### config.mk
export PLATFORM = sky130hd
export DESIGN_NAME = mem_port_arbiter
export DESIGN_NICKNAME = d
export VERILOG_FILES = /design/src/rtl/mem_port_arbiter.sv
export SDC_FILE = /design/constraint.sdc
export NUM_CORES = 1
export LEC_CHECK = 0
export ABC_AREA = 1
export BUFFER_PORTS_ARGS = -buffer_cell sky130_fd_sc_hd__buf_2
export CORE_MARGIN = 3
export CORE_UTILIZATION = 31
export CTS_CLUSTER_DIAMETER = 50
export CTS_CLUSTER_SIZE = 14
export DETAILED_ROUTE_END_ITERATION = 12
export SYNTH_ARGS = -nofsm -noshare
export SYNTH_HDL_FRONTEND = slang
export SYNTH_SLANG_ARGS = --single-unit
### constraint.sdc
create_clock -name clk -period 1.36 [get_ports clk]
set_input_delay 0 -clock clk [delete_from_list [all_inputs] [get_ports clk]]
set_output_delay 0 -clock clk [all_outputs]
set_load 0.03 [all_outputs]
### src/rtl/mem_port_arbiter.sv
// ============================================================================
// Module   : mem_port_arbiter
// Purpose  : Shares the single-port SISC memory between the instruction-fetch
//            requester (IF) and the data requester (DM). A request seen in
//            IDLE is arbitrated, and its address, write-enable and write data
//            are captured. The memory strobes are held for MEM_LAT cycles.
//            The owner's read data is then registered and its done strobe
//            pulses for one cycle.
// Options  : MEM_ARB_RR_EN - when defined, a tie goes to the requester that
//            was not granted last (round robin). When undefined, DM always
//            wins a tie.
// Ports    : clk, rst_f             - clock (rising edge), async active-low reset
//            if_req/if_addr         - fetch request level and address
//            if_done/if_rdata       - fetch complete pulse, fetched word (held)
//            dm_req/dm_we/dm_addr/dm_wdata - data request, store flag, address, data
//            dm_done/dm_rdata       - data complete pulse, load data (held)
//            mem_en/mem_we/mem_addr/mem_wdata/mem_rdata - memory port
//            busy                   - high whenever the arbiter is not idle
// Revision : 1.0 - initial release
// ============================================================================
`default_nettype none

module mem_port_arbiter #(
    parameter int ADDR_W  = 16,
    parameter int DATA_W  = 32,
    parameter int MEM_LAT = 2      // access cycles per transaction, 1..15
) (
    input  logic              clk,
    input  logic              rst_f,
    input  logic              if_req,
    input  logic [ADDR_W-1:0] if_addr,
    output logic              if_done,
    output logic [DATA_W-1:0] if_rdata,
    input  logic              dm_req,
    input  logic              dm_we,
    input  logic [ADDR_W-1:0] dm_addr,
    input  logic [DATA_W-1:0] dm_wdata,
    output logic              dm_done,
    output logic [DATA_W-1:0] dm_rdata,
    output logic              mem_en,
    output logic              mem_we,
    output logic [ADDR_W-1:0] mem_addr,
    output logic [DATA_W-1:0] mem_wdata,
    input  logic [DATA_W-1:0] mem_rdata,
    output logic              busy
);

    typedef enum logic [1:0] {
        S_IDLE   = 2'd0,
        S_ACCESS = 2'd1,
        S_DONE   = 2'd2
    } state_t;

    localparam logic [3:0] C_CNT_INIT = 4'(MEM_LAT - 1);

    state_t            state_q,    state_d;
    logic [3:0]        cnt_q,      cnt_d;
    logic              owner_dm_q, owner_dm_d;   // 0 = IF, 1 = DM
    logic              we_q,       we_d;
    logic [ADDR_W-1:0] addr_q,     addr_d;
    logic [DATA_W-1:0] wdata_q,    wdata_d;
    logic [DATA_W-1:0] if_rdata_q, if_rdata_d;
    logic [DATA_W-1:0] dm_rdata_q, dm_rdata_d;
    logic              grant_dm;

`ifdef MEM_ARB_RR_EN
    // Owner of the most recent grant; resets to IF so DM wins the first tie.
    logic              last_dm_q,  last_dm_d;

    assign grant_dm = dm_req & (~if_req | ~last_dm_q);
`else
    assign grant_dm = dm_req;
`endif

    // ------------------------------------------------------------------
    // State and datapath registers
    // ------------------------------------------------------------------
    always_ff @(posedge clk or negedge rst_f) begin
        if (!rst_f) begin
            state_q    <= S_IDLE;
            cnt_q      <= '0;
            owner_dm_q <= 1'b0;
            we_q       <= 1'b0;
            addr_q     <= '0;
            wdata_q    <= '0;
            if_rdata_q <= '0;
            dm_rdata_q <= '0;
`ifdef MEM_ARB_RR_EN
            last_dm_q  <= 1'b0;
`endif
        end else begin
            state_q    <= state_d;
            cnt_q      <= cnt_d;
            owner_dm_q <= owner_dm_d;
            we_q       <= we_d;
            addr_q     <= addr_d;
            wdata_q    <= wdata_d;
            if_rdata_q <= if_rdata_d;
            dm_rdata_q <= dm_rdata_d;
`ifdef MEM_ARB_RR_EN
            last_dm_q  <= last_dm_d;
`endif
        end
    end

    // ------------------------------------------------------------------
    // Next-state logic and output decode. The outputs depend only on
    // registered state, so no request input reaches the memory port
    // combinationally.
    // ------------------------------------------------------------------
    always_comb begin
        state_d    = state_q;
        cnt_d      = cnt_q;
        owner_dm_d = owner_dm_q;
        we_d       = we_q;
        addr_d     = addr_q;
        wdata_d    = wdata_q;
        if_rdata_d = if_rdata_q;
        dm_rdata_d = dm_rdata_q;
`ifdef MEM_ARB_RR_EN
        last_dm_d  = last_dm_q;
`endif

        mem_en    = 1'b0;
        mem_we    = 1'b0;
        mem_addr  = '0;
        mem_wdata = '0;
        if_done   = 1'b0;
        dm_done   = 1'b0;
        busy      = (state_q != S_IDLE);
        if_rdata  = if_rdata_q;
        dm_rdata  = dm_rdata_q;

        case (state_q)
            S_IDLE: begin
                if (if_req || dm_req) begin
                    state_d    = S_ACCESS;
                    cnt_d      = C_CNT_INIT;
                    owner_dm_d = grant_dm;
                    we_d       = grant_dm & dm_we;
                    addr_d     = grant_dm ? dm_addr : if_addr;
                    wdata_d    = grant_dm ? dm_wdata : '0;
`ifdef MEM_ARB_RR_EN
                    last_dm_d  = grant_dm;
`endif
                end
            end

            S_ACCESS: begin
                mem_en    = 1'b1;
                mem_we    = owner_dm_q & we_q;
                mem_addr  = addr_q;
                mem_wdata = wdata_q;
                if (cnt_q == 4'd0) begin
                    state_d = S_DONE;
                    // Last access cycle: memory data is valid now.
                    if (!owner_dm_q) begin
                        if_rdata_d = mem_rdata;
                    end else if (!we_q) begin
                        dm_rdata_d = mem_rdata;
                    end
                end else begin
                    cnt_d = cnt_q - 4'd1;
                end
            end

            S_DONE: begin
                if_done = ~owner_dm_q;
                dm_done = owner_dm_q;
                state_d = S_IDLE;
            end

            default: begin
                state_d = S_IDLE;
            end
        endcase
    end

endmodule

`default_nettype wire
==> results of run 1 <==
## synthesized netlist by cell type, drive strengths merged
| cell type | instances |
|---|---|
| ha | 2 |
| o211ai | 16 |
| inv | 104 |
| o21ai | 119 |
| clkbuf | 14 |
| nor2 | 60 |
| dfrtp | 120 |
| nand3 | 35 |
| nor3 | 3 |
| nand4 | 1 |
| nand2 | 90 |
| buf | 20 |
| xor2 | 1 |
## critical path, delay by kind of cell, from the launching register on
family	cells	cell delay, ns
DFF	1	0.38
adders and majority gates	1	0.14
AOI/OAI and AO/OA	1	0.06
buffers and inverters	3	0.40
and+or+nand+nor	4	0.39
## final cells by class
class                      count  area [µm²]
multi-input combinational    328        2030
fill                        1365        6750
clock inverter                15         121
sequential                   120        3000
inverter                     104         393
timing repair buffer         383        3240
clock buffer                  17         425
tap                          216         270
antenna                        1        2.50
## per-layer routing
layer / global-route usage / up-vias
met5: 0 / -
met4: 0.110 / 0
met3: 0.0492 / 57
met2: 0.309 / 179
met1: 0.209 / 2561
li1: - / 2597
## repair_timing
| item | in CTS | in global routing |
|---|---|---|
| pin swaps | 4 | 12 |
| gates cloned | 5 | 14 |
| setup buffers | 15 | 10 |
| setup endpoints to repair | 123 | 171 |
| hold endpoints to repair | 234 | 0 |
| hold buffers | 100 | 0 |
| resized for setup | 100 | 124 |
## flip-flops by register name, summed over array words and instances (netlist names)
register and flops:
cnt_q 4, wdata_q 32, we_q 1, addr_q 16, if_rdata 32, state_q 2, dm_rdata 32, owner_dm_q 1
## power by group through the flow
stage	Combinational, W	Sequential, W	Clock [W]
floorplan	0.00522	0.00793	0
global placement	0.0103	0.00607	0
detailed placement	0.0104	0.00608	0
CTS	0.0124	0.00608	0.00419
global route	0.0154	0.00634	0.00434
finish	0.0144	0.00617	0.00411
## cells by family (layout without fill, tap and decap cells)
| family | Yosys count | count (layout) | share of synthesized area |
|---|---|---|---|
| buffers and inverters | 138 | 519 | 0.112 |
| adder cells (fa/ha/maj) | 2 | 2 | 0.00478 |
| XOR/XNOR | 1 | 1 | 0.00167 |
| flip-flops | 120 | 120 | 0.573 |
| other | 0 | 1 | 0 |
| AO/OA/AOI/OAI | 135 | 135 | 0.155 |
| AND/OR/NAND/NOR | 189 | 190 | 0.153 |
## per-stage QoR
step | setup slack (ns) | power [W] | utilization | hold slack (ns)
floorplan | 0.00115 | 0.0132 | - | -0.296
global placement | -0.0265 | 0.0164 | 0.413 | -0.0478
detailed placement | -0.0553 | 0.0165 | 0.413 | -0.0430
CTS | -0.169 | 0.0226 | 0.540 | 0.0535
global route | -0.253 | 0.0261 | 0.584 | 0.110
finish | -0.155 | 0.0247 | 0.584 | 0.0789
## path summary, 6_finish.rpt
kind / to / slack [ns] / depth (start not counted)
worst max-delay path: if_rdata[11] / -0.15 / 9
worst min-delay path: if_rdata[20] / 0.08 / 2
worst max register to register: if_rdata[11] / -0.15 / 9
worst min register to register: dm_rdata[23] / 0.49 / 2
max in group asynchronous: state_q[0] / 0.69 / 3
min in group clk: wdata_q[18] / 0.37 / 4
## cells in the final DEF (no fill, tap or decap), drive strengths merged
master	instances
nand4	1
xor2	1
dlygate4sd3	100
buf	273
nor2	60
ha	2
o21ai	119
clkinv	9
clkbuf	26
nand3	35
nand2	91
inv	108
clkinvlp	2
bufbuf	1
diode	1
nor3	3
dfrtp	120
o211ai	16
==> load_flow_metrics.sql, run 1 <==
INSERT INTO impl_metrics (metric_group, metric, value, unit) VALUES
('floorplan', 'count_of_boundary_i_o_pins', '218', ''),
('sta', 'timing.slew.headroom', '0.669', ''),
('floorplan', 'core_area', '16200', 'µm²'),
('drt', 'antenna_violating_nets_post_route', '0', ''),
('synth', 'ys_seq_area_frac', '0.573', ''),
('synth', 'synth_area', '5240', 'µm²'),
('power_and_ir_drop', 'pwr-share-comb', '0.584', ''),
('global_route', 'maximum_number_of_pins_on_one_net_before_global_route_repair', '50', ''),
('critical_path', 'critical_path.startpoint', 'cnt_q[0]', ''),
('finish', 'finalNetCount', '1057', ''),
('sta', 'fin_worst_skew', '0.00682', 'ns'),
('synth', 'synthTopCellsByArea', 'dfrtp_1 57%, inv_1 7.3%, nand2_1 6.2%', ''),
('drt', 'total_detailed_routing_wirelength', '18500', 'µm'),
('placement', 'dp.cells', '1013', ''),
('global_route', 'antenna_found_initial', '1', ''),
('job', 'timing.max_cap.violations', '0', ''),
('floorplan', 'floorplan.die.width', '136', 'µm'),
('floorplan', 'die_area', '18500', 'µm²'),
('sta', 'timing.final.ws_setup', '-0.155', 'ns'),
('finish', 'finalInstanceArea', '9480', 'µm²'),
('finish', 'drive_gt1_frac', '0.438', ''),
('power_and_ir_drop', 'power_density', '2600', 'nW/µm²'),
('drt', 'drc', '0', ''),
('drt', 'avgRoutedWirePerCell', '15.7', 'µm'),
('drt', 'route.layer.met1.wl', '7260', 'µm'),
('global_route', 'globalRouteOverflowTotal', '0', ''),
('critical_path', 'worstPathMaxFanout', '9', ''),
('cts', 'numCtsBuffers', '17', ''),
('sta', 'final-max-slew-violation-count', '0', ''),
('sta', 'max_freq', '0.660', 'GHz'),
('power_and_ir_drop', 'p_sw_frac', '0.458', ''),
('drt', 'wl_met2', '9610', 'µm'),
('drt', 'route.top_layer_used', 'met4', ''),
('drt', 'detailedRoute.firstIterationViolations', '202', ''),
('critical_path', 'cp.arrival', '1.81', 'ns'),
('sta', 'timing.final.crit_share', '1.11', ''),
('status', 'status', 'finished, violations left', ''),
('synth', 'post-synth-top-area-cell', 'dfrtp_1', ''),
('cts', 'clock_insertion_delay_worst_skew', '0.41', 'ns'),
('synth', 'yosys_top_cell_area_share', '0.573', ''),
('synth', 'postSynthNetCount', '688', ''),
('synth', 'synth_cells', '585', ''),
('critical_path', 'max_stage_delay', '0.38', 'ns'),
('synth', 'ys_ff_latch', '120', ''),
('synth', 'synth_warnings', '0', ''),
('cts', 'ctsHtreeMaxLevel', '4', ''),
('critical_path', 'setup_crit_end_kind', 'flip-flop', ''),
('sta', 'fin_crit', '1.51', 'ns'),
('critical_path', 'required', '1.66', 'ns'),
('cts', 'cts_buffer_depth', '2', ''),
('placement', 'postPlaceCellArea', '6700', 'µm²'),
('sta', 'setup_viol_count_final', '142', ''),
('finish', 'layoutNonFillerInstCount', '1184', ''),
('global_route', 'first_global_vias', '5428', ''),
('floorplan', 'floorplan.initialDensity', '0.323', ''),
('global_route', 'grt_pass1_wl', '26700', 'µm'),
('power_and_ir_drop', 'irDropWorstVdd', '1.57', 'mV'),
('power_and_ir_drop', 'p_clk_frac', '0.167', ''),
('drt', 'drtPass1Iterations', '5', ''),
('status', 'violated_checks', 'negative setup slack', ''),
('placement', 'globalplace.congestion', '0.768', ''),
('cts', 'tritoncts', 'yes', ''),
('synth', 'post_synth.cell_area_avg', '8.95', 'µm²'),
('critical_path', 'critical_path_class', 'flip-flop to flip-flop', ''),
('finish', 'flow.area_growth_from_synthesis', '81.1', '%'),
('power_and_ir_drop', 'pwr-share-seq', '0.250', ''),
('critical_path', 'cp-start-kind', 'flip-flop', ''),
('drt', 'route.met3.wl', '846', 'µm'),
('sta', 'final.setup.tns', '-12.18', 'ns'),
('hold_path', 'tightest_hold_check_type', 'primary input to async pin', ''),
('critical_path', 'crit_path_cells', 'inv_2, ha_4, nand2_4, buf_6, nor2_4, nand2_8, clkbuf_16, nand2_1, o21ai_1', '');
(Power assumes the default switching activity.)
==> inputs of run 2 (changes only) <==
Settings changed: CORE_ASPECT_RATIO from default to 0.7.
==> load_flow_metrics.sql, run 2 (synthesis gave the netlist of run 1 again) <==
INSERT INTO impl_metrics (metric_group, metric, value, unit) VALUES
('sta', 'timing.final.crit_share', '1.09', ''),
('sta', 'fin_crit', '1.48', 'ns'),
('floorplan', 'core_area', '16400', 'µm²'),
('drt', 'drtPass1Iterations', '4', ''),
('job', 'timing.max_cap.violations', '0', ''),
('global_route', 'antenna_found_initial', '0', ''),
('status', 'status', 'finished, violations left', ''),
('cts', 'clock_sinks', '120', ''),
('floorplan', 'die_area', '18500', 'µm²'),
('global_route', 'first_global_vias', '5213', ''),
('cts', 'numCtsBuffers', '17', ''),
('sta', 'final-max-slew-violation-count', '0', ''),
('cts', 'clock_insertion_delay_worst_skew', '0.40', 'ns'),
('critical_path', 'cp.arrival', '1.76', 'ns'),
('power_and_ir_drop', 'pleak', '4.71', 'nW'),
('floorplan', 'floorplan.die.height', '115', 'µm'),
('critical_path', 'regToRegStartpoint', 'cnt_q[2]', ''),
('floorplan', 'floorplan.die.width', '161', 'µm'),
('sta', 'fin_worst_skew', '0.00716', 'ns'),
('sta', 'grt_setup_unrepaired', 'yes', ''),
('cts', 'ctsHtreeMaxLevel', '4', ''),
('global_route', 'globalRouteOverflowTotal', '0', ''),
('cts', 'cts_buffer_depth', '2', ''),
('sta', 'worst_pin_slew', '0.326', 'ns'),
('drt', 'detailedRoute.firstIterationViolations', '205', ''),
('finish', 'finalInstanceArea', '9360', 'µm²'),
('critical_path', 'worstPathMaxFanout', '8', ''),
('cts', 'cts.clk_slew.worst_paths', '0.06', 'ns'),
('drt', 'antenna_violating_nets_post_route', '0', ''),
('placement', 'number_of_buffers_added_on_ports', '217', ''),
('placement', 'hpwlAfterDp', '9680', 'µm'),
('sta', 'max_freq', '0.675', 'GHz'),
('drt', 'drc', '0', ''),
('global_route', 'maximum_number_of_pins_on_one_net_before_global_route_repair', '67', ''),
('global_route', 'groute.usage.overall', '0.174', ''),
('power_and_ir_drop', 'irDropWorstVdd', '1.18', 'mV'),
('critical_path', 'timing.reg2reg.worst_path_depth', '8', ''),
('critical_path', 'required', '1.64', 'ns'),
('cts', 'tritoncts', 'yes', ''),
('finish', 'flow.area_growth_from_synthesis', '78.6', '%'),
('critical_path', 'setup_crit_end_kind', 'flip-flop', ''),
('finish', 'antenna_cells_inserted', '0', ''),
('sta', 'worst_hold_slack', '0.0333', 'ns'),
('finish', 'layout.cells.most_common_list', '164 x buf_2, 119 x dfrtp_1, 100 x dlygate4sd3_1, 99 x inv_1, 78 x o21ai_1', ''),
('hold_path', 'tightest_hold_check_type', 'primary input to async pin', ''),
('finish', 'layout_commonest_cell', 'buf_2', ''),
('sta', 'timing.final.ws_setup', '-0.121', 'ns'),
('sta', 'timing_hold_violations_final', '0', ''),
('power_and_ir_drop', 'power_density', '2640', 'nW/µm²'),
('power_and_ir_drop', 'totalPowerFinal', '0.0247', 'W'),
('critical_path', 'r2r_slack', '-0.12', 'ns'),
('placement', 'place_worst_setup_slack', '-0.0304', 'ns'),
('cts', 'clock-root-buffer', 'clkbuf_16', ''),
('finish', 'finalNetCount', '1044', ''),
('floorplan', 'floorplan.initialDensity', '0.318', ''),
('placement', 'globalplace.congestion', '0.740', ''),
('sta', 'setup_viol_count_final', '130', ''),
('critical_path', 'critical_path.reg2reg.endpoint', 'if_rdata[11]', ''),
('drt', 'total_detailed_routing_wirelength', '17500', 'µm'),
('drt', 'route.detailed.vias_per_inst', '4.42', ''),
('drt', 'avgRoutedWirePerCell', '14.9', 'µm'),
('floorplan', 'placementRows', '39', ''),
('placement', 'postPlaceCellArea', '6690', 'µm²'),
('floorplan', 'count_of_boundary_i_o_pins', '218', ''),
('global_route', 'grt_pass1_wl', '25700', 'µm'),
('critical_path', 'critical_path_class', 'flip-flop to flip-flop', ''),
('drt', 'detailroute.via_count', '5203', ''),
('sta', 'timing.slew.headroom', '0.780', ''),
('critical_path', 'cp-start-kind', 'flip-flop', ''),
('finish', 'drive_gt1_frac', '0.431', ''),
('status', 'violated_checks', 'negative setup slack', '');
[run 2: worst max-delay path, stage by stage, from the launching register on]
cell	delay, ns
dfrtp_1	0.37
nor2_1	0.19
nand2_4	0.08
buf_6	0.12
nor2_4	0.16
nand2_8	0.12
clkbuf_16	0.18
nand2_1	0.06
o21ai_1	0.07
[run 2: how the worst max path moves through the flow]
| stage | start | endpoint | slack (ns) |
|---|---|---|---|
| 6_report | cnt_q[2] | if_rdata[11] | -0.12 |
| 2_1_floorplan | cnt_q[1] | dm_rdata[13] | 0.001 |
| 3_3_place_gp | cnt_q[0] | if_rdata[10] | -0.01 |
| 3_5_place_dp | cnt_q[0] | if_rdata[8] | -0.03 |
| 4_1_cts | state_q[1] | mem_wdata[30] | -0.12 |
| 5_1_grt | cnt_q[0] | if_rdata[11] | -0.20 |
[run 2: power breakdown]
group	total (W)	switching, W	internal, W	leakage (nW)
sequential	0.00619	0.000883	0.00531	1.48
clock	0.00437	0.00155	0.00282	0.283
combinational	0.0141	0.00850	0.00561	2.95
total	0.0247	0.0109	0.0137	4.71
[run 2: per-layer routing]
metal | part of all wire | routed length (µm) | track usage | vias to the layer above
li1 | - | - | - | 2576
met1 | 0.46 | 8060 | 0.224 | 2436
met5 | 0 | 0 | 0 | -
met4 | 0.011 | 199 | 0.0625 | 0
met3 | 0.056 | 980 | 0.0529 | 20
met2 | 0.47 | 8290 | 0.281 | 171
[run 2: repair_timing]
item,in CTS,in global routing
cloned,1,13
pin swaps,0,5
endpoints found under the setup margin,86,171
endpoints found under the hold margin,234,0
resized for setup,112,135
buffers inserted,4,13
hold buffers,100,0
[run 2: cell type report]
class                      count  area (µm²)
fill                        1427        7090
clock inverter                 8        96.3
multi-input combinational    327        1980
sequential                   120        3000
timing repair buffer         371        3120
inverter                     104         393
clock buffer                  23         478
tap                          225         282
[run 2: per-stage QoR]
step	TNS, ns	cells	utilization
after floorplan	0	585	-
after global placement	-0.132	1017	0.407
after detailed placement	-0.639	1017	0.407
after CTS	-5.28	1153	0.525
after global routing	-17.97	1178	0.569
final	-6.75	1178	0.569
